==> src/rtl/pc_fetch_ctrl.sv <==
// PC register and fetch sequencer: REQ -> WAIT -> EXEC per instruction.
// Ports: clk/rst_n, next-PC candidates + PCSrc, stall, imem handshake,
// Instr/instr_valid to datapath, misaligned_trap/epc_out/mtval_out.
module pc_fetch_ctrl #(
  parameter logic [31:0] RESET_VECTOR = 32'h0000_0000,
  parameter logic [31:0] TRAP_VECTOR  = 32'h0000_0100
) (
  input  logic        clk,
  input  logic        rst_n,
  input  logic [31:0] PCPlus4,
  input  logic [31:0] PCTarget,
  input  logic [31:0] ALUResult,
  input  logic [1:0]  PCSrc,
  input  logic        stall,
  output logic [31:0] PC,
  output logic        imem_req_valid,
  input  logic        imem_req_ready,
  input  logic        imem_rsp_valid,
  input  logic [31:0] imem_rdata,
  output logic [31:0] Instr,
  output logic        instr_valid,
  output logic        misaligned_trap,
  output logic [31:0] epc_out,
  output logic [31:0] mtval_out
);

  typedef enum logic [1:0] {
    REQ  = 2'd0,
    WAIT = 2'd1,
    EXEC = 2'd2
  } state_t;

  state_t      state;
  logic [31:0] cand;
  logic        cand_bad;

  // JALR target drops bit0 first, so only bit1 can fault there.
  always_comb begin
    cand = PCPlus4;
    unique case (PCSrc)
      2'b01:   cand = PCTarget;
      2'b10:   cand = ALUResult & ~32'd1;
      default: cand = PCPlus4;
    endcase
  end

  assign cand_bad = |cand[1:0];

  always_ff @(posedge clk or negedge rst_n) begin
    if (!rst_n) begin
      state           <= REQ;
      PC              <= RESET_VECTOR;
      Instr           <= 32'd0;
      instr_valid     <= 1'b0;
      imem_req_valid  <= 1'b1;
      misaligned_trap <= 1'b0;
      epc_out         <= 32'd0;
      mtval_out       <= 32'd0;
    end else begin
      misaligned_trap <= 1'b0;
      unique case (state)
        REQ: begin
          if (imem_req_ready) begin
            state          <= WAIT;
            imem_req_valid <= 1'b0;
          end
        end
        WAIT: begin
          if (imem_rsp_valid) begin
            state       <= EXEC;
            Instr       <= imem_rdata;
            instr_valid <= 1'b1;
          end
        end
        EXEC: begin
          if (!stall) begin
            state          <= REQ;
            instr_valid    <= 1'b0;
            imem_req_valid <= 1'b1;
            if (cand_bad) begin
              PC              <= TRAP_VECTOR;
              epc_out         <= PC;
              mtval_out       <= cand;
              misaligned_trap <= 1'b1;
            end else begin
              PC <= cand;
            end
          end
        end
        default: begin
          state          <= REQ;
          instr_valid    <= 1'b0;
          imem_req_valid <= 1'b1;
        end
      endcase
    end
  end

endmodule

==> config.mk <==
export PLATFORM = sky130hd
export DESIGN_NAME = pc_fetch_ctrl
export DESIGN_NICKNAME = d
export VERILOG_FILES = /design/src/rtl/pc_fetch_ctrl.sv
export SDC_FILE = /design/constraint.sdc
export NUM_CORES = 1
export LEC_CHECK = 0
export BUFFER_PORTS_ARGS = -buffer_cell sky130_fd_sc_hd__buf_2
export CAP_MARGIN = 30
export CORE_MARGIN = 2
export CORE_UTILIZATION = 42
export DETAILED_ROUTE_END_ITERATION = 7
export PLACE_DENSITY = 0.76
export SYNTH_ARGS = -nofsm -noshare
export SYNTH_HDL_FRONTEND = slang
export SYNTH_SLANG_ARGS = --single-unit
==> constraint.sdc <==
create_clock -name clk -period 2 [get_ports clk]
set_input_delay 0.5 -clock clk [delete_from_list [all_inputs] [get_ports clk]]
set_output_delay 0.5 -clock clk [all_outputs]
set_load 0.01 [all_outputs]
==> results.cfg, run 1 <==
[placed_design]
post-place-ws_ns = -0.4668
numPortBuffers = 264
dp.cells = 902
postPlaceCellArea_sq_mm = 0.007652
hpwl_mm = 11.71
routabilityCongestion = 0.7778

[setup_path]
slowest_stage = a21oi_4
worstPathCellList = buf_2 > buf_4 > ha_1 > o21ai_1 > a21oi_4 > o41ai_1
required_ns = 2.24
end_kind = flip-flop
crit_arrival_ns = 2.14
path_class = input pin to flip-flop
max_stage_delay_ns = 0.81
crit_path_max_fanout = 30
crit_path_start_kind = input pin

[detailed_routing]
drtAntennaViolNets = 0
dr.pass1.iters = 4
drt_iter0_markers = 227
vias_per_cell = 5.167
routedWlPerCell_microns = 17.01
vias = 4847
wl_mm = 15.95
drc = 0

[clock_network]
numCtsBuffers = 17
htree_levels = 4
ctsHoldBuffers = 0
clkSinkCount = 133
clk_pin_slew_ns = 0.05
clockBufferDepth = 2
insertion_delay_ns = 0.40
cts_root_buf = clkbuf_16
cts_tree = done
post_cts_buffers = 0

[grt]
grt_max_degree = 75
grt_pass1_vias = 5054
grt_pass1_wl_mm = 24.70
track_usage_pct = 21.87
grt_overflow = 0
antenna_found_initial = 3

[finish]
finalInstanceArea_sq_mm = 0.008250
mostFrequentLayoutCells = buf_2 (263), dfrtp_1 (132), mux2_2 (79)
fin_util_pct = 62.30
synthToLayoutAreaGrowth_pct = 44.51
drive_gt1_share_pct = 58.71
final_common_cell = buf_2
finalNonFillerCells = 938
n_fill_cell = 1071
fin_nets = 882

[yosys]
netlist_top_cells_area = dfrtp_1 (58%), mux2_2 (18%), a221oi_1 (4.4%)
syn_nets = 581
yosysSeqAreaShare_pct = 58.32
syn_inst = 444
postSynthAreaPerCell_sq_um = 12.86
syn-cell-area_sq_mm = 0.005709
synth_top_area_cell = dfrtp_1
yosysWarnings = 0
synth_top_area_share_pct = 57.86
ys_types = 28
ys_ff_latch = 133

[die]
start_util_pct = 43.11
die_y_microns = 120.6
fp-row-count = 42
pin_count = 266
core_area_sq_mm = 0.01324
dieWidth_microns = 120.6
die_area_sq_mm = 0.01454

[power_and_ir_drop]
power.leakage_nw = 4.224
irDropWorstVdd_uv = 728.6
total_power_mw = 11.33
pwr_density_cell_mw_per_mm2 = 1373

[timing]
fmax_mhz = 526.1
hold_ws_ns = 0.09997
setup_tns_ns = 0
fin_skew_ns = 0.006209
period_minus_slack_ns = 1.901
final_max_slew_viol_count = 0
max_slew_margin_pct = 34.84
finalHoldViolCount = 0
tightest_slew_ns = 0.9752
finalWorstSetupSlack_ns = 0.09919
rsz0062_at_grt = true
setup_viol = 0
finalCritPeriodShare_pct = 95.04

[status]
run_status = finished clean

[min_path]
min_path_type = input pin to async pin

[run]
cap_violations = 0
[synth_stat cells, drive strengths merged]
master / n
mux2: 94
nand2b: 2
buf: 9
inv: 5
dfrtp: 132
or3b: 1
nand3b: 2
a221oi: 29
a221o: 1
ha: 2
clkbuf: 24
a211oi: 2
a22oi: 1
nor2: 30
nor3b: 1
nor2b: 30
o31a: 1
and2: 2
dfstp: 1
o21ai: 4
a21oi: 6
o41ai: 29
nand2: 35
a21o: 1
[cell type report]
| type | count | area [sq um] | share of cell area, % |
|---|---|---|---|
| Multi-Input combinational cell | 273 | 2290 | 27.75 |
| Clock buffer | 24 | 481.7 | 5.839 |
| Antenna cell | 4 | 10.01 | 0.1213 |
| Sequential cell | 133 | 3329 | 40.35 |
| Inverter | 5 | 26.28 | 0.3185 |
| Timing Repair Buffer | 315 | 1794 | 21.75 |
| Tap cell | 176 | 220.2 | 2.669 |
| Clock inverter | 8 | 98.84 | 1.198 |
[registers in the layout (all words and copies together) (netlist names)]
register,flops
misaligned_trap,1
instr_valid,1
epc_out,32
mtval_out,32
PC,32
Instr,32
state,2
imem_req_valid,1
[final timing paths]
check | startpoint | endpoint | slack, ns | cells past startpoint
max reg2reg | state[0] | mtval_out[15] | 0.15 | 5
min | rst_n | epc_out[16] | 0.1 | 2
max in group asynchronous | rst_n | imem_req_valid | 1.53 | 2
min in group clk | imem_rsp_valid | state[0] | 0.31 | 2
min reg2reg | imem_req_valid | imem_req_valid | 0.48 | 2
max | PCSrc[0] | PC[30] | 0.1 | 6
[kinds of logic after synthesis]
group                    after synthesis  share of synthesized area, %
AND/OR/NAND/NOR                      103                         8.547
multiplexers                          94                         18.54
flip-flops                           133                         58.32
adder cells (fa/ha/maj)                2                        0.4382
buffers and inverters                 38                         3.309
AO/OA/AOI/OAI                         74                         10.85
[report_power, final]
| part | switching, mW | internal, mW | total, mW |
|---|---|---|---|
| Sequential | 0.586 | 3.76 | 4.34 |
| Clock | 1.12 | 1.93 | 3.05 |
| Combinational | 1.90 | 2.03 | 3.94 |
[what timing repair did]
item | 4_1_cts | 5_1_grt
resized for setup | 1 | 1
endpoints found under the hold margin | 0 | 0
endpoints found under the setup margin | 2 | 40
pin swaps | 0 | 1
[critical path, delay by kind of cell]
family | cells | cell delay (ns)
compound gates | 3 | 1.18
buf+inv | 2 | 0.26
fa+ha+maj | 1 | 0.19
[metal layers]
layer	global-route usage [%]	share of wire, %	up-vias	routed length [microns]
met5	0	0	-	0
met3	7.075	7.3	31	1170
li1	-	-	2230	-
met1	25.65	40	2386	6316
met4	9.448	2.5	0	398
met2	36.79	51	200	8066
(Power assumes the default switching activity.)
==> inputs of run 2 (changes only) <==
CORE_UTILIZATION = 30   (was 42)
PLACE_DENSITY = unset   (was 0.76)
==> run 2 against run 1 <==
Net effect:
- first-iteration DRC count fell by 18%
- worst setup slack improved by 0.018 ns
- clock power rose by 14%
- clock-buffer cell count fell by 7
- critical endpoint is now mtval_out[16]
- largest power group unchanged
==> results.cfg, run 2 (synthesis gave the netlist of run 1 again) <==
[clock_network]
numCtsBuffers = 17
cts_tree = done
clk_pin_slew_ns = 0.06
clockBufferDepth = 2
insertion_delay_ns = 0.41
cts_root_buf = clkbuf_16
clkSinkCount = 133
htree_levels = 4

[grt]
grt_overflow = 0
grt_pass1_vias = 4780
grt_pass1_wl_mm = 26.07
track_usage_pct = 16.83
antenna_found_initial = 1
grt_max_degree = 39

[die]
die_area_sq_mm = 0.02015
core_area_sq_mm = 0.01871
fp-row-count = 50
start_util_pct = 30.52
die_y_microns = 142.0
pin_count = 266
dieWidth_microns = 142.0

[power_and_ir_drop]
pwr_density_cell_mw_per_mm2 = 1394
power.leakage_nw = 4.262
irDropWorstVdd_uv = 637.5
total_power_mw = 11.72

[setup_path]
end_kind = flip-flop
crit_path_max_fanout = 23
crit_arrival_ns = 2.17
crit_path_start_kind = flip-flop
required_ns = 2.29
path_class = flip-flop to flip-flop
regToRegStartpoint = state[0]
r2r-end = mtval_out[16]
reg2reg_depth = 5
regToRegSetupSlack_ns = 0.12

[min_path]
min_path_type = input pin to flip-flop
hold_path_end = state[0]
worstHoldPathCells = 2
min-delay-start = imem_rsp_valid

[placed_design]
numPortBuffers = 264
dp.cells = 955
routabilityCongestion = 0.7843
post-place-ws_ns = -0.5619
hpwl_mm = 11.87
postPlaceCellArea_sq_mm = 0.007674

[detailed_routing]
drc = 0
routedWlPerCell_microns = 16.85
wl_mm = 16.71
drt_iter0_markers = 187
dr.pass1.iters = 4
drtAntennaViolNets = 0
vias = 4727
vias_per_cell = 4.765

[finish]
drive_gt1_share_pct = 59.05
finalNonFillerCells = 992
fin_util_pct = 44.95
finalInstanceArea_sq_mm = 0.008408
mostFrequentLayoutCells = buf_2 (263), dfrtp_1 (132), mux2_2 (79)
fin_nets = 881
final_common_cell = buf_2
n_fill_cell = 1760
synthToLayoutAreaGrowth_pct = 47.27

[timing]
setup_tns_ns = 0
max_slew_margin_pct = 59.74
finalCritPeriodShare_pct = 94.16
rsz0062_at_grt = false
period_minus_slack_ns = 1.883
setup_viol = 0
fmax_mhz = 531.0
tightest_slew_ns = 0.6025
hold_ws_ns = 0.2921
finalWorstSetupSlack_ns = 0.1169
fin_skew_ns = 0.008604
final_max_slew_viol_count = 0
finalHoldViolCount = 0

[run]
cap_violations = 0

[status]
run_status = finished clean
[run 2: final cells by class]
cell class / instances / area [sq um] / area share (%)
timing repair buffer: 314 / 1817 / 21.61
multi-input combinational: 273 / 2290 / 27.23
clock inverter: 15 / 225.2 / 2.679
inverter: 5 / 26.28 / 0.3125
sequential: 133 / 3329 / 39.60
clock buffer: 17 / 425.4 / 5.060
antenna: 1 / 2.502 / 0.02976
tap: 234 / 292.8 / 3.482
[run 2: report_power, final]
part           switching [mW]  internal [mW]
logic                    1.89           2.04
clock network            1.25           2.23
registers               0.554           3.75
total                    3.70           8.02
[run 2: metal layers]
layer  part of all wire (%)  routed length, microns  track usage [%]
met1                     45                    7578            22.11
met2                     48                    7940            27.47
met3                    5.6                     929            3.802
met4                    1.6                     265            5.947
met5                      0                       0                0
[run 2: worst max-delay path, stage by stage (launching register included)]
cell      delay (ns)
dfrtp_1         0.38
or3b_4          0.44
a211oi_4        0.20
buf_6           0.18
buf_16          0.21
mux2_2          0.35
[run 2: how the worst max path moves through the flow]
stage / end / cells after the start / slack (ns) / from
4_1_cts: mtval_out[19] / 5 / 0.07 / state[0]
3_5_place_dp: PC[10] / 7 / -0.56 / PCSrc[0]
5_1_grt: epc_out[17] / 5 / 0.04 / state[0]
2_1_floorplan: mtval_out[10] / 7 / -0.07 / PCSrc[0]
3_3_place_gp: PC[20] / 6 / -0.36 / PCSrc[0]
6_report: mtval_out[16] / 5 / 0.12 / state[0]
[run 2: what timing repair did]
item,4_1_cts,5_1_grt
endpoints found under the setup margin,62,30
gates resized for setup,3,1
pin swaps,1,1
cloned,1,1
setup buffers,1,0
endpoints found under the hold margin,30,0
hold buffers,1,0
